File: config.mk
export PLATFORM = sky130hd
export DESIGN_NAME = fnd_scan_drv_flat
export DESIGN_NICKNAME = d
export VERILOG_FILES = /design/src/rtl/fnd_scan_drv_if.sv /design/src/rtl/fnd_scan_drv.sv /design/src/flat_wrapper.sv
export SDC_FILE = /design/constraint.sdc
export NUM_CORES = 1
export LEC_CHECK = 0
export CORE_AREA = 5 5 92 94
export CTS_CLUSTER_SIZE = 25
export DETAILED_ROUTE_END_ITERATION = 7
export DIE_AREA = 0 0 97 99
export MAX_ROUTING_LAYER = met4
export PLACE_DENSITY = 0.86
export SETUP_SLACK_MARGIN = 0.4
export SLEW_MARGIN = 5
export SYNTH_ARGS = -nofsm -noshare
export SYNTH_HDL_FRONTEND = slang
export SYNTH_SLANG_ARGS = --single-unit
File: constraint.sdc
create_clock -name clk -period 4.54 [get_ports clk]
set_input_delay 0.681 -clock clk [delete_from_list [all_inputs] [get_ports clk]]
set_output_delay 0.681 -clock clk [all_outputs]
set_load 0.03 [all_outputs]
File: src/rtl/fnd_scan_drv_if.sv
// Digit/decimal-point load bus from the formatter stage, plus the FND pin outputs.
interface fnd_scan_drv_if;
  logic [23:0] i_digits;
  logic [5:0]  i_dp;
  logic        i_load;
  logic        i_lzb;
  logic [5:0]  i_blink;
  logic        o_pending;
  logic [5:0]  o_seg_enb;
  logic [6:0]  o_seg;
  logic        o_seg_dp;

  modport master (
    output i_digits, i_dp, i_load, i_lzb, i_blink,
    input  o_pending, o_seg_enb, o_seg, o_seg_dp
  );

  modport slave (
    input  i_digits, i_dp, i_load, i_lzb, i_blink,
    output o_pending, o_seg_enb, o_seg, o_seg_dp
  );
endinterface

File: src/rtl/fnd_scan_drv.sv
// 6-digit multiplexed 7-segment scan driver with double-buffered frame data.
// Optional per-digit blinking is built only when FND_BLINK_EN is defined.
module fnd_scan_drv #(
  parameter int SCAN_DIV     = 50000,
  parameter int DIV_W        = 16,
  parameter int BLINK_FRAMES = 100
) (
  input  logic           clk,
  input  logic           rst,
  fnd_scan_drv_if.slave  bus
);

  localparam int DIGITS = 6;

  typedef struct packed {
    logic [DIGITS-1:0]      dp;
    logic [DIGITS-1:0][3:0] dig;
  } frame_t;

  logic [DIV_W-1:0]  presc;
  logic [2:0]        idx, nidx;
  logic              scan_on;
  logic              tick, frame_end;
  logic              pending;
  frame_t            in_frame, staging, shadow, shadow_nxt;
  logic [DIGITS-1:0] blank;
  logic              dark;
  logic [3:0]        cur_dig;
  logic              cur_dp;
  logic [DIGITS-1:0] seg_enb;
  logic [6:0]        seg;
  logic              seg_dp;

  function automatic logic [6:0] seg_decode(input logic [3:0] h);
    logic [6:0] p;
    p = 7'b0000000;
    case (h)
      4'h0: p = 7'b1111110;
      4'h1: p = 7'b0110000;
      4'h2: p = 7'b1101101;
      4'h3: p = 7'b1111001;
      4'h4: p = 7'b0110011;
      4'h5: p = 7'b1011011;
      4'h6: p = 7'b1011111;
      4'h7: p = 7'b1110000;
      4'h8: p = 7'b1111111;
      4'h9: p = 7'b1111011;
      4'hA: p = 7'b1110111;
      4'hB: p = 7'b0011111;
      4'hC: p = 7'b1001110;
      4'hD: p = 7'b0111101;
      4'hE: p = 7'b1001111;
      4'hF: p = 7'b1000111;
      default: p = 7'b0000000;
    endcase
    return p;
  endfunction

  assign tick      = (presc == DIV_W'(SCAN_DIV - 1));
  assign frame_end = tick && (idx == 3'd5);
  // The very first tick after reset lights digit 0 rather than stepping past it.
  assign nidx      = (!scan_on || idx == 3'd5) ? 3'd0 : idx + 3'd1;
  assign in_frame  = {bus.i_dp, bus.i_digits};

  // Slot 0 of a new frame decodes from the buffer it is about to latch, so a
  // frame never pairs an old digit 0 with new digits 1..5.
  assign shadow_nxt = frame_end ? (bus.i_load ? in_frame : staging) : shadow;

  assign blank[0] = 1'b0;
  for (genvar k = 1; k < DIGITS; k++) begin : g_lzb
    assign blank[k] = bus.i_lzb && ~|shadow_nxt.dig[DIGITS-1:k];
  end

`ifdef FND_BLINK_EN
  localparam int FCW = (BLINK_FRAMES > 1) ? $clog2(BLINK_FRAMES) : 1;
  logic [FCW-1:0] fcnt;
  logic           phase, phase_nxt, fwrap;

  assign fwrap     = (fcnt == FCW'(BLINK_FRAMES - 1));
  assign phase_nxt = (frame_end && fwrap) ? ~phase : phase;
  assign dark      = phase_nxt && bus.i_blink[nidx];

  always_ff @(posedge clk) begin
    if (rst) begin
      fcnt  <= '0;
      phase <= 1'b0;
    end else if (frame_end) begin
      fcnt  <= fwrap ? '0 : fcnt + 1'b1;
      phase <= phase_nxt;
    end
  end
`else
  logic unused_blink;
  assign unused_blink = ^bus.i_blink;
  assign dark = 1'b0;
`endif

  assign cur_dig = shadow_nxt.dig[nidx];
  assign cur_dp  = shadow_nxt.dp[nidx];

  always_ff @(posedge clk) begin
    if (rst) begin
      presc   <= '0;
      idx     <= 3'd0;
      scan_on <= 1'b0;
    end else if (tick) begin
      presc   <= '0;
      idx     <= nidx;
      scan_on <= 1'b1;
    end else begin
      presc   <= presc + 1'b1;
    end
  end

  always_ff @(posedge clk) begin
    if (rst) begin
      staging <= '0;
      shadow  <= '0;
      pending <= 1'b0;
    end else begin
      if (bus.i_load) staging <= in_frame;
      shadow <= shadow_nxt;
      if (frame_end)       pending <= 1'b0;
      else if (bus.i_load) pending <= 1'b1;
    end
  end

  always_ff @(posedge clk) begin
    if (rst) begin
      seg_enb <= '1;
      seg     <= '0;
      seg_dp  <= 1'b0;
    end else if (tick) begin
      seg_enb <= ~(6'b1 << nidx);
      seg     <= (blank[nidx] || dark) ? 7'b0 : seg_decode(cur_dig);
      seg_dp  <= dark ? 1'b0 : cur_dp;
    end
  end

  assign bus.o_pending = pending;
  assign bus.o_seg_enb = seg_enb;
  assign bus.o_seg     = seg;
  assign bus.o_seg_dp  = seg_dp;

endmodule

File: src/flat_wrapper.sv
// flat-port wrapper written by rule: the top's interface ports become plain ports
module fnd_scan_drv_flat 
#(
  parameter int SCAN_DIV     = 50000,
  parameter int DIV_W        = 16,
  parameter int BLINK_FRAMES = 100
)
  (clk, rst, bus_i_digits, bus_i_dp, bus_i_load, bus_i_lzb, bus_i_blink, bus_o_pending, bus_o_seg_enb, bus_o_seg, bus_o_seg_dp);
  fnd_scan_drv_if bus_i ();
  input  logic clk;
  input  logic rst;
  input wire logic [$bits(bus_i.i_digits)-1:0] bus_i_digits;
  input wire logic [$bits(bus_i.i_dp)-1:0] bus_i_dp;
  input wire logic [$bits(bus_i.i_load)-1:0] bus_i_load;
  input wire logic [$bits(bus_i.i_lzb)-1:0] bus_i_lzb;
  input wire logic [$bits(bus_i.i_blink)-1:0] bus_i_blink;
  output wire logic [$bits(bus_i.o_pending)-1:0] bus_o_pending;
  output wire logic [$bits(bus_i.o_seg_enb)-1:0] bus_o_seg_enb;
  output wire logic [$bits(bus_i.o_seg)-1:0] bus_o_seg;
  output wire logic [$bits(bus_i.o_seg_dp)-1:0] bus_o_seg_dp;
  assign bus_i.i_digits = bus_i_digits;
  assign bus_i.i_dp = bus_i_dp;
  assign bus_i.i_load = bus_i_load;
  assign bus_i.i_lzb = bus_i_lzb;
  assign bus_i.i_blink = bus_i_blink;
  assign bus_o_pending = bus_i.o_pending;
  assign bus_o_seg_enb = bus_i.o_seg_enb;
  assign bus_o_seg = bus_i.o_seg;
  assign bus_o_seg_dp = bus_i.o_seg_dp;
  fnd_scan_drv #(.SCAN_DIV(SCAN_DIV), .DIV_W(DIV_W), .BLINK_FRAMES(BLINK_FRAMES)) u_core (.clk(clk), .rst(rst), .bus(bus_i));
endmodule
# After elaboration in Yosys (flattened, before gate mapping)
# Memory sizes are Yosys's and may differ from the RTL's.
# Index checks and enable logic that the tools add are counted.
[totals]
reg_bits = 95
latch_bits = 0
ramBits = 0
rom_bits = 112
inputBits = 40
out_inout_bits = 15
word_cells = 59
n_memories = 1
[memory_table]
columns = ["memory", "depth", "width", "rd", "rd_ports_with_merged_regs", "write_ports", "line", "rtl"]
rows = [
  ["(name not given)", 16, 7, 1, 0, 0, "fnd_scan_drv.sv:37", "case (h)"],
]
[op_classes]
addsub = 2
mul = 0
div = 0
n_lt_le_gt_ge = 1
eq_ne = 2
shift = 1
muxes = 10
bitwise = 1
n_reduce_logical = 20
[op_table]
columns = ["operator", "n"]
rows = [
  ["2-to-1 mux 30 bit", 2],
  ["OR reduction 20 bit", 1],
  ["adder 16 x 1 -> 16 bit, second input constant", 1],
  ["== test 16 bit, second input constant", 1],
  ["OR reduction 16 bit", 1],
  ["binary-select mux 4 bit (select 3 bit)", 1],
  ["OR reduction 12 bit", 1],
  ["OR reduction 8 bit", 1],
  ["2-to-1 mux 7 bit", 1],
  ["binary-select mux 1 bit (select 3 bit)", 2],
  ["logical AND 1 bit", 6],
  ["logical NOT 1 bit", 6],
  ["NOT 6 bit", 1],
  ["<< shifter 1 x 3 -> 6 bit, first input constant", 1],
  ["< comparator 3 x 4 -> 1 bit, second input constant", 1],
  ["2-to-1 mux 4 bit", 1],
  ["OR reduction 2 bit", 2],
  ["OR reduction 4 bit", 1],
  ["adder 3 x 1 -> 3 bit, second input constant", 1],
  ["== test 3 bit, second input constant", 1],
  ["2-to-1 mux 3 bit", 1],
  ["2-to-1 mux 1 bit", 2],
  ["logical OR 1 bit", 1],
]

# Depth between registers and ports, before layout
[logic_depth]
ltp_word = 9
ltp_mapped = 14
ltp_nobuf = 13

# Least setup slack after synthesis
# Ideal clock, no wire load.
[synth_timing]
kind = "input to register"
start = "input port bus_i_load"
end = "register u_core.seg[6] (netlist: u_core.bus.o_seg[6])"
setup_time_ns = 0.060
t_arrival_ns = 2.968
required_time_ns = 4.480
path_slack_ns = 1.513
cell_stages = 12
path_buffers = 3
cell_sequence = "buf_2 > buf_2 > buf_2 > mux2i_1 > nand3_1 > o211ai_1 > a32oi_1 > inv_1 > ha_1 > or3b_2 > o221ai_1 > a22o_1"
[synth_between]
elab_chain_cells = 8
[synth_rtl]
columns = ["item", "line", "rtl"]
rows = [
  ["start: declaration", "flat_wrapper.sv:14", "input wire logic [$bits(bus_i.i_load)-1:0] bus_i_load;"],
  ["2-to-1 mux 30 bit * (2 in series)", "fnd_scan_drv.sv:67", "assign shadow_nxt = frame_end ? (bus.i_load ? in_frame : staging) : shadow;"],
  ["branches (longest 5 deep; another with memory (16 x 7 bit))", "--", ""],
  ["2-to-1 mux 7 bit *", "fnd_scan_drv.sv:135", "seg <= (blank[nidx] || dark) ? 7'b0 : seg_decode(cur_dig);"],
  ["end signal: assignment", "fnd_scan_drv.sv:135", ""],
  ["end: declaration", "fnd_scan_drv.sv:31", "logic [6:0] seg;"],
]
# Every way passes the cells marked *. The select of a mux whose other input is x is not followed.
# A chain may end at the register's enable or synchronous reset.

# Worst setup path after layout
[layout_timing]
start = "register u_core.idx[0]"
end = "register u_core.seg[6] (netlist: u_core.bus.o_seg[6])"
[layout_between]
elab_chain_cells = 9
[layout_rtl]
columns = ["item", "line", "rtl"]
rows = [
  ["start: declaration", "fnd_scan_drv.sv:21", "logic [2:0] idx, nidx;"],
  ["start signal: assignment", "fnd_scan_drv.sv:108", "idx <= nidx;"],
  ["branches (longest 8 deep; another with memory (16 x 7 bit))", "--", ""],
  ["2-to-1 mux 7 bit *", "fnd_scan_drv.sv:135", ""],
]
# Marks and branches as above.

==> out/results.tsv <==
metric	value	unit
status	finished clean	
layout cells sized above 1	0.0806	
Core ar.	7570	um^2
first-pass GRT wire length	16500	um
dominant cell type by area after synthesis	dfxtp_1	
switching share of total power	0.212	
Hold WS	0.454	ns
WL final	9690	um
most common cell in the synthesized netlist	dfxtp_1	
Final Hold Vio Count	0	
hold_buf cts	0	
sequential fraction of the synthesis area	0.439	
Cell Pwr Density	308	nW/um^2
# rows	32	
RSZ-0062 raised after global routing	false	
Clock Path Buffers	2	
peak supply drop	184	uV
final worst slack	0.831	ns
DRT Pass-1 Iters	5	
Synth Instances	480	
main area contributors after synthesis	dfxtp_1 44%, mux2i_1 7.6%, nor2_1 6.9%	
asr flop ratio synth	0	
routability cong.	0.917	
crit path time final	3.71	ns
leading cell types by count after synthesis	95 x dfxtp_1, 80 x nor2_1, 33 x mux2i_1, 23 x nand2_1, 21 x a21oi_1	
Critical Path RT	4.84	ns
die height	99	um
Clock power frac	0.385	
top_reg_cell synth	dfxtp_1	
Mean Syn Cell Area	9.03	um^2
worst slack at placement	0.953	ns
Hold/Removal Path Class	register to register	
sequential power share	0.553	
Leakage	1.97	nW
Setup crit start kind	register	
clk slew on worst S/H paths	0.09	ns
Post-Syn Nets	529	
crit path max fanout	18	
worst clock skew	0.00961	ns
detailed-placement wirelength estimate	7050	um
TritonCTS clock tree	yes	
worst-margin pin slew	0.710	ns
crit end category	register	
DRC violations left	0	
critical path class	register to register	
Routed Antenna Nets	0	
H-Tree Depth	3	
total track usage	0.213	
drt via density	5.83	
die area	9600	um^2
FMAX	0.270	GHz
Finish-stage setup viols	0	
Die Wd	97	um
Post-synth EDFFs	0	
Sink Count	95	
Pwr Total	1.55	mW
cell area after placement	4830	um^2
largest net degree at the start of global routing	73	
ant diodes	0	
final worst path period share	0.817	
Num CTS Buffers	9	
post-synthesis cell type count	62	
worst rel slew slack	0.527	
non-filler instance count after layout	623	
WL per Instance	15.6	um
Syn. warnings	0	
post-layout utilization of the core	0.667	
NetSw	0.329	mW
IO Count	55	
vias in the first global route	3507	
initial antenna violation count	0	
Max-Cap Viols	0	
final instance area	5040	um^2
placed insts	608	
area share of the largest cell type after synthesis	0.439	
post_cts resized	0	
clk_lat worst skew	0.36	ns
grt ovf	0	
final layout net count	566	
internal power	1.22	mW
port buffer count	48	
# Post-CTS Setup Buffers	0	
post-synthesis cell area	4330	um^2
CTS Root Cell	clkbuf_8	
Initial Util	0.573	
crit path DAT	4.01	ns
1st-iter DRT viols	277	
final setup TNS	0	ns
Vias	3635	
Slew Limit Fails	0	
Comb pwr share	0.063	
Yosys reg bits	95	
Area Growth Syn to Fin	16.4	%
state kept, by name, indices dropped and copies added, names as in the netlist:
name / cells
u_core.bus.o_pending: 1
u_core.bus.o_seg: 7
u_core.bus.o_seg_dp: 1
u_core.bus.o_seg_enb: 6
u_core.idx: 3
u_core.presc: 16
u_core.scan_on: 1
u_core.shadow: 30
u_core.staging: 30
per-layer routing:
layer | vias to the layer above | routed length (um) | track usage
met5 | - | 0 | -
met1 | 1737 | 4390 | 0.269
li1 | 1770 | - | -
met4 | 0 | 132 | 0.0605
met3 | 15 | 551 | 0.0538
met2 | 113 | 4610 | 0.339
layout make-up:
type                    instances  area, um^2
repair buffers                 55         523
clock inverters                 3        67.6
fillers                       642        2520
multi-input cells             344        2230
inverters                      12        45.0
well taps                     102         128
flip-flops and latches         95        1900
clock buffers                  12         145
layout by cell type, fill, tap and decap left out, drive strengths merged, types with 7 or more instances in the layout:
master / n
mux2: 7
clkdlybuf4s50: 46
a21oi: 21
inv: 12
a211oi: 14
nand2: 24
clkbuf: 12
ha: 9
xor2: 11
o21ai: 12
dfxtp: 95
nor2: 82
nor3: 17
nor2b: 9
buf: 9
nand2b: 9
nand3: 15
mux2i: 33
power by group through the flow:
stage          clock network (mW)  logic [mW]  registers (mW)
6_report                    0.597      0.0972           0.858
5_1_grt                     0.642       0.106           0.861
4_1_cts                     0.602      0.0976           0.859
3_5_place_dp                    0      0.0971           0.878
3_3_place_gp                    0      0.0946           0.877
2_1_floorplan                   0      0.0536           0.877
final timing paths:
kind | start | end | slack, ns | depth (start not counted)
setup / recovery | u_core.idx[0]$_SDFFE_PP0N_ | u_core.bus.o_seg[6]$_SDFFE_PP0N_ | 0.83 | 10
hold / removal | u_core.presc[0]$_SDFF_PP0_ | u_core.presc[0]$_SDFF_PP0_ | 0.45 | 1
setup reg to reg | u_core.idx[0]$_SDFFE_PP0N_ | u_core.bus.o_seg[6]$_SDFFE_PP0N_ | 0.83 | 10
hold reg to reg | u_core.presc[0]$_SDFF_PP0_ | u_core.presc[0]$_SDFF_PP0_ | 0.45 | 1
cell families (layout without fill, tap and decap cells):
logic type	after synthesis	after routing	synth area share
and+or+nand+nor	185	185	0.208
AOI/OAI and AO/OA	94	94	0.155
DFF	95	95	0.439
buffers and inverters	41	82	0.0456
adders and majority gates	9	9	0.0260
muxes	40	40	0.0944
xor gates and xnor gates	16	16	0.0323
worst max-delay path, cell delays in order, from the launching register on:
cell and delay [ns]:
dfxtp_1 0.77, ha_1 0.33, nand2_1 0.20, nor2_2 0.53, a2111oi_0 0.24, o41ai_2 0.70, inv_1 0.14, ha_1 0.27
nand2b_1 0.15, o221ai_1 0.19, a22o_1 0.14
No activity file was read; power rests on OpenSTA's default activity.
